<file path="src/rtl/bin2gray_counter_if.sv">
// Control and count bundle for bin2gray_counter.
// master drives the controls; slave returns the registered count.
interface bin2gray_counter_if #(
   parameter int SIZE = 4
);
   logic            enable;
   logic            up_down;
   logic            load;
   logic [SIZE-1:0] load_bin;
   logic [SIZE-1:0] bin;
   logic [SIZE-1:0] gray;
   logic            wrap;
   logic            multi_bit;

   modport master (
      output enable, up_down, load, load_bin,
      input  bin, gray, wrap, multi_bit
   );

   modport slave (
      input  enable, up_down, load, load_bin,
      output bin, gray, wrap, multi_bit
   );
endinterface

</file>
<file path="src/rtl/bin2gray_counter.sv">
// Up/down binary counter with registered Gray output for CDC pointers.
// wrap and multi_bit are one-cycle pulses following a wrap or a load.
module bin2gray_counter #(
   parameter int SIZE = 4
) (
   input  logic             clk,
   input  logic             reset,
   bin2gray_counter_if.slave bus
);
   localparam logic [SIZE-1:0] ONE = SIZE'(1);

   logic [SIZE-1:0] bin_q, bin_d;
   logic [SIZE-1:0] gray_q, gray_d;
   logic            wrap_q, wrap_d;
   logic            mb_q, mb_d;

   // Carry out of +1 is all-ones; borrow out of -1 is all-zeros.
   always_comb begin
      bin_d  = bin_q;
      wrap_d = 1'b0;
      mb_d   = 1'b0;
      if (bus.load) begin
         bin_d = bus.load_bin;
         mb_d  = 1'b1;
      end else if (bus.enable && bus.up_down) begin
         bin_d  = bin_q + ONE;
         wrap_d = &bin_q;
      end else if (bus.enable) begin
         bin_d  = bin_q - ONE;
         wrap_d = ~|bin_q;
      end
      gray_d = bin_d ^ (bin_d >> 1);
   end

   always_ff @(posedge clk or posedge reset) begin
      if (reset) begin
         bin_q  <= '0;
         gray_q <= '0;
         wrap_q <= 1'b0;
         mb_q   <= 1'b0;
      end else begin
         bin_q  <= bin_d;
         gray_q <= gray_d;
         wrap_q <= wrap_d;
         mb_q   <= mb_d;
      end
   end

   assign bus.bin       = bin_q;
   assign bus.gray      = gray_q;
   assign bus.wrap      = wrap_q;
   assign bus.multi_bit = mb_q;
endmodule

</file>
<file path="src/flat_wrapper.sv">
// flat-port wrapper written by rule: the top's interface ports become plain ports
module bin2gray_counter_flat 
#(
   parameter int SIZE = 4
)
  (clk, reset, bus_enable, bus_up_down, bus_load, bus_load_bin, bus_bin, bus_gray, bus_wrap, bus_multi_bit);
  bin2gray_counter_if #(.SIZE(SIZE)) bus_i ();
  input  logic clk;
  input  logic reset;
  input wire logic [$bits(bus_i.enable)-1:0] bus_enable;
  input wire logic [$bits(bus_i.up_down)-1:0] bus_up_down;
  input wire logic [$bits(bus_i.load)-1:0] bus_load;
  input wire logic [$bits(bus_i.load_bin)-1:0] bus_load_bin;
  output wire logic [$bits(bus_i.bin)-1:0] bus_bin;
  output wire logic [$bits(bus_i.gray)-1:0] bus_gray;
  output wire logic [$bits(bus_i.wrap)-1:0] bus_wrap;
  output wire logic [$bits(bus_i.multi_bit)-1:0] bus_multi_bit;
  assign bus_i.enable = bus_enable;
  assign bus_i.up_down = bus_up_down;
  assign bus_i.load = bus_load;
  assign bus_i.load_bin = bus_load_bin;
  assign bus_bin = bus_i.bin;
  assign bus_gray = bus_i.gray;
  assign bus_wrap = bus_i.wrap;
  assign bus_multi_bit = bus_i.multi_bit;
  bin2gray_counter #(.SIZE(SIZE)) u_core (.clk(clk), .reset(reset), .bus(bus_i));
endmodule
</file>
<file path="config.mk">
export PLATFORM = sky130hd
export DESIGN_NAME = bin2gray_counter_flat
export DESIGN_NICKNAME = d
export VERILOG_FILES = /design/src/rtl/bin2gray_counter_if.sv /design/src/rtl/bin2gray_counter.sv /design/src/flat_wrapper.sv
export SDC_FILE = /design/constraint.sdc
export NUM_CORES = 1
export LEC_CHECK = 0
export CAP_MARGIN = 20
export CORE_AREA = 5 5 42 44
export CTS_BUF_LIST = sky130_fd_sc_hd__clkbuf_8
export DETAILED_ROUTE_END_ITERATION = 8
export DIE_AREA = 0 0 47 49
export PLACE_DENSITY = 0.81
export SLEW_MARGIN = 20
export SYNTH_ARGS = -nofsm -noshare
export SYNTH_HDL_FRONTEND = slang
export SYNTH_SLANG_ARGS = --single-unit
</file>
<file path="constraint.sdc">
create_clock -name clk -period 2.1 [get_ports clk]
set_input_delay 0.21 -clock clk [delete_from_list [all_inputs] [get_ports clk]]
set_output_delay 0.21 -clock clk [all_outputs]
set_load 0.01 [all_outputs]
</file>
==> run summary, run 1 <==
outcome = finished clean
Final Setup Violations = 0
Final Net Count = 76
final-report max-slew violation count = 0
Site Rows = 14
Worst setup endpoint = u_core.bus.gray[0]$_DFF_PP0_
hold_ws = 0.244 ns
Post-Syn Area = 497 um^2
Worst Max-Slew Pin Slew = 0.364 ns
port bufs = 18
most used cell, CP = xnor2_1
worst skew pair latency = 0.23 ns
Die Ht = 49 um
first-pass GRT wire length = 1820 um
commonest cells after routing, fill and taps aside = 18 x clkdlybuf4s50_1, 9 x dfrtp_1, 7 x xnor2_1
max cap viols = 0
Initial Util = 35.4%
part of the Yosys area used for sequential elements = 45.3%
CTS Sinks = 9
R2R depth = 7
Clock Skews = 0.00146 ns
Syn Inst Count = 43
leading cell type in the layout, fill and taps excluded = clkdlybuf4s50_1
post-synthesis sequential element count = 9
layout cells sized above 1 = 14.3%
Inserted Diodes = 0
DP Wirelength = 839 um
Max stage delay cell, worst path = dfrtp_1
htree depth = 1
DRC = 0
antenna-violating nets left = 0
leakage = 0.312 nW
FILL cells = 136
number of gates resized after cts = 0
setup TNS = 0 ns
first-iteration detailed-routing DRC count = 1
Setup Fix Bufs, Post-CTS = 0
pwr dens = 877 nW/um^2
vias in the first global route = 396
Die Area = 2300 um^2
initial antenna violation count = 0
Ys Warns = 0
VDD IR max = 0.391 mV
CP peak stage delay = 0.44 ns
CP Launch Type = register
Routed WL = 1020 um
Slew headroom = 75.7%
final hold violations = 0
multi-input logic area = 238 um^2
Hold/Removal Path Class = in2async
fin crit period = 1.74 ns
Critical Path Start = u_core.bus.bin[0]$_DFF_PP0_
CTS Buffer Depth = 2
Core ar. = 1400 um^2
CTS buffer count = 3
critical-path cell list = inv_1 -> ha_1 -> xnor2_1 -> mux2i_1 -> nor2_1 -> a21oi_1 -> xnor2_1
post-synthesis cell type count = 20
register-to-register setup slack = 0.36 ns
cts hold-fix bufs = 0
wire length per cell = 12.9 um
via count = 369
critical path fanouts, max = 6
Final GP Congestion = 0.647
RSZ-0062 raised after global routing = no
syn_nets = 55
GRT Overall Usage = 10.7%
Tcrit/Tclk final = 83.1%
total gr overflow = 0
CTS tree = yes
critical path endpoint category = register
io pins = 19
kind of critical path = reg2reg
Die Span X = 47 um
area grow syn2layout = 45.8%
largest net degree at the start of global routing = 11
CTS root buf = clkbuf_8
reg-to-reg critical path endpoint = u_core.bus.gray[0]$_DFF_PP0_
total power = 0.635 mW
crit path DAT = 1.84 ns
post-route core utilization = 51.7%
Pre-Repair DR Iteration Count = 3
register area = 225 um^2
vias per cell = 4.67
Mapped Avg Cell Area = 11.6 um^2
Fmax = 573 MHz
FF-to-FF Start = u_core.bus.bin[0]$_DFF_PP0_
Worst-path clk slew = 0.05 ns
Worst EP required = 2.20 ns
per-layer routing:
| layer | global-route usage, % | wire length, um |
|---|---|---|
| met1 | 12.8 | 379 |
| met2 | 16.5 | 551 |
| met3 | 4.43 | 83 |
| met4 | 4.15 | 4 |
| met5 | 0 | 0 |
final cells by class:
cell class | instances | area share (%)
well taps | 16 | 2.76
clock inverters | 1 | 0.691
flip-flops and latches | 9 | 31.1
inverters | 4 | 2.07
multi-input cells | 28 | 32.8
repair buffers | 18 | 24.9
clock buffers | 3 | 5.70
per-stage QoR:
| stage | worst slack [ns] | instances | instance area, um^2 |
|---|---|---|---|
| finish | 0.355 | 79 | 724 |
| global route | 0.201 | 79 | 724 |
| CTS | 0.345 | 79 | 724 |
| detailed placement | 0.234 | 75 | 678 |
| global placement | 0.260 | 75 | 678 |
| floorplan | 0.450 | 43 | 497 |
Yosys cell counts:
library cell / n / area [um^2]
dfrtp_1: 9 / 225
nand2_2: 1 / 6.26
nor4_1: 1 / 6.26
a21oi_1: 1 / 5.00
buf_6: 1 / 11.3
mux2_2: 1 / 11.3
and4_2: 1 / 10.0
nor4b_1: 1 / 8.76
o21ai_0: 3 / 15.0
nand2_1: 2 / 7.51
buf_4: 1 / 7.51
mux2i_1: 1 / 10.0
nor3b_1: 1 / 7.51
inv_1: 4 / 15.0
xor2_1: 1 / 8.76
mux2_4: 2 / 30.0
ha_1: 3 / 37.5
xnor2_1: 7 / 61.3
a41oi_1: 1 / 8.76
nor2_1: 1 / 3.75
cell families after synthesis:
kind of cell	Yosys count	share of synthesized area, %
XOR/XNOR	8	14.1
buffers and inverters	6	6.80
AO/OA/AOI/OAI	5	5.79
flip-flops	9	45.3
AND/OR/NAND/NOR	8	10.1
adder cells (fa/ha/maj)	3	7.56
multiplexers	4	10.3
worst max-delay path, delay by kind of cell, from the launching register on:
family                     cells  cell delay, ns
AOI/OAI and AO/OA              1            0.31
buffers and inverters          1            0.10
adders and majority gates      1            0.32
muxes                          1            0.14
and+or+nand+nor                1            0.05
DFF                            1            0.44
xor gates and xnor gates       2            0.26
power breakdown:
part	switching (mW)	internal [mW]
Clock	0.0684	0.129
Sequential	0.0250	0.205
Combinational	0.0843	0.124
Total	0.178	0.458
sequential cells by signal, indices dropped and copies added, names as in the netlist:
name	count
u_core.bus.bin	4
u_core.bus.gray	3
u_core.bus.multi_bit	1
u_core.bus.wrap	1
worst min path at each step:
stage	startpoint	to	slack, ns	cells after the start
finish	reset	u_core.bus.wrap$_DFF_PP0_	0.24	2
global route	reset	u_core.bus.gray[0]$_DFF_PP0_	0.28	2
CTS	reset	u_core.bus.wrap$_DFF_PP0_	0.26	2
detailed placement	reset	u_core.bus.wrap$_DFF_PP0_	0.50	2
global placement	reset	u_core.bus.bin[0]$_DFF_PP0_	0.49	2
floorplan	reset	u_core.bus.bin[0]$_DFF_PP0_	0.04	1
Note: power is estimated with default switching activity, not from simulation.
==> run 2: changes to the inputs <==
- clock period: 2.1 -> 1.75 ns (I/O delays scaled with it)
==> run 2 against run 1 <==
- total power is 22% higher
- wire length is 2.4% higher
- clock skew hardly changed
- largest power group unchanged
==> run summary, run 2 (synthesis results as in run 1) <==
Clock power frac = 31.5%
Placement Setup Slack = -0.0571 ns
layout cells sized above 1 = 18.8%
max cap viols = 0
wire length per cell = 13.0 um
R2R depth = 7
largest net degree at the start of global routing = 11
post-route cell area = 737 um^2
final hold violations = 0
post-route core utilization = 52.6%
Max stage delay cell, worst path = dfrtp_2
first-iteration detailed-routing DRC count = 5
GRT Overall Usage = 10.4%
Worst setup endpoint = u_core.bus.gray[1]$_DFF_PP0_
port bufs = 18
leading cell type in the layout, fill and taps excluded = clkdlybuf4s50_1
outcome = finished clean
Critical Path Start = u_core.bus.bin[1]$_DFF_PP0_
Routed WL = 1040 um
Setup Fix Bufs, Post-CTS = 0
first-pass GRT wire length = 1630 um
CP peak stage delay = 0.40 ns
commonest cells after routing, fill and taps aside = 18 x clkdlybuf4s50_1, 8 x dfrtp_1, 7 x xnor2_1
area grow syn2layout = 48.4%
CTS tree = yes
CTS Sinks = 9
power share of the sequential group = 35.4%
reg-to-reg critical path endpoint = u_core.bus.gray[1]$_DFF_PP0_
pwr dens = 1050 nW/um^2
FILL cells = 128
htree depth = 1
worst skew pair latency = 0.23 ns
Worst EP required = 1.87 ns
placed cell count = 76
switching fraction of total power = 28.3%
final-report max-slew violation count = 0
Initial Util = 35.4%
register-to-register setup slack = 0.13 ns
setup TNS = 0 ns
Area after DPL = 686 um^2
Pre-Repair DR Iteration Count = 4
critical-path cell list = inv_1 -> ha_1 -> mux2_4 -> nand2_2 -> xnor2_1 -> mux2_4 -> xnor2_1
Die Span X = 47 um
leakage = 0.316 nW
Final Setup Violations = 0
CTS Buffer Depth = 2
CP Launch Type = register
Tcrit/Tclk final = 92.7%
crit path DAT = 1.74 ns
cell family with most CP delay = multiplexers
total gr overflow = 0
Worst-path clk slew = 0.05 ns
CP bufs+invs = 1
vias per cell = 4.68
via count = 374
Fmax = 617 MHz
Clock Skews = 0.00164 ns
VDD IR max = 0.561 mV
Inserted Diodes = 0
vias in the first global route = 343
max reg flops = 4
Psw = 0.219 mW
CTS root buf = clkbuf_8
initial antenna violation count = 0
Worst Max-Slew Pin Slew = 0.381 ns
CTS buffer count = 3
fin crit period = 1.62 ns
Site Rows = 14
kind of critical path = reg2reg
Logic pwr share = 33.2%
critical path fanouts, max = 6
CP Depth = 7
Final Net Count = 77
non-filler cells, final = 80
DP Wirelength = 806 um
FF-to-FF Start = u_core.bus.bin[1]$_DFF_PP0_
Pint = 0.554 mW
DRC = 0
Setup WS post-layout = 0.128 ns
Final GP Congestion = 0.729
critical path endpoint category = register
Slew headroom = 74.5%
Hold/Removal Path Class = in2async
Core ar. = 1400 um^2
io pins = 19
RSZ-0062 raised after global routing = no
Die Area = 2300 um^2
antenna-violating nets left = 0
Die Ht = 49 um
==> run 2: cell count changes in the layout (fill, tap and decap cells not counted) <==
cell / change
dfrtp_1: -1
a21oi_2: +1
buf_4: +1
a21oi_1: -1
dfrtp_2: +1
==> run 2: power by group through the flow <==
stage	sequential, mW	clock, mW	combinational, mW
after floorplan	0.293	0	0.115
after global placement	0.276	0	0.252
after detailed placement	0.276	0	0.258
after CTS	0.273	0.249	0.260
after global routing	0.279	0.262	0.278
final	0.273	0.243	0.257
==> run 2: cell type report <==
class                      count  area (um^2)  area share, %
clock buffer                   3         41.3           5.60
clock inverter                 1         5.00          0.679
inverter                       4         15.0           2.04
multi-input combinational     28          241           32.8
sequential                     9          226           30.7
tap                           16         20.0           2.72
timing repair buffer          19          188           25.5
==> run 2: worst min-delay path by stage <==
stage	from	end	slack [ns]	cells after the start
6_report	reset	u_core.bus.gray[0]$_DFF_PP0_	0.21	2
5_1_grt	reset	u_core.bus.gray[0]$_DFF_PP0_	0.25	2
4_1_cts	reset	u_core.bus.gray[0]$_DFF_PP0_	0.23	2
3_5_place_dp	reset	u_core.bus.gray[0]$_DFF_PP0_	0.48	2
3_3_place_gp	reset	u_core.bus.gray[0]$_DFF_PP0_	0.45	2
2_1_floorplan	reset	u_core.bus.bin[0]$_DFF_PP0_	0.003	1
==> run 2: what timing repair did <==
action,4_1_cts,5_1_grt
gates resized for setup,0,2
endpoints found under the setup margin,0,3
hold buffers,0,0
==> run 2: routing by layer <==
metal / track usage [%] / routed length [um] / vias up
met3: 2.58 / 84 / 4
met1: 12.6 / 409 / 174
met4: 8.29 / 27 / 0
met5: 0 / 0 / -
li1: - / - / 184
met2: 14.7 / 522 / 12
==> run 2: per-stage QoR <==
step | power (mW) | hold WS (ns)
final | 0.774 | 0.210
after detailed placement | 0.534 | 0.480
after floorplan | 0.409 | 0.00292
after global routing | 0.819 | 0.251
after global placement | 0.529 | 0.452
after CTS | 0.783 | 0.230
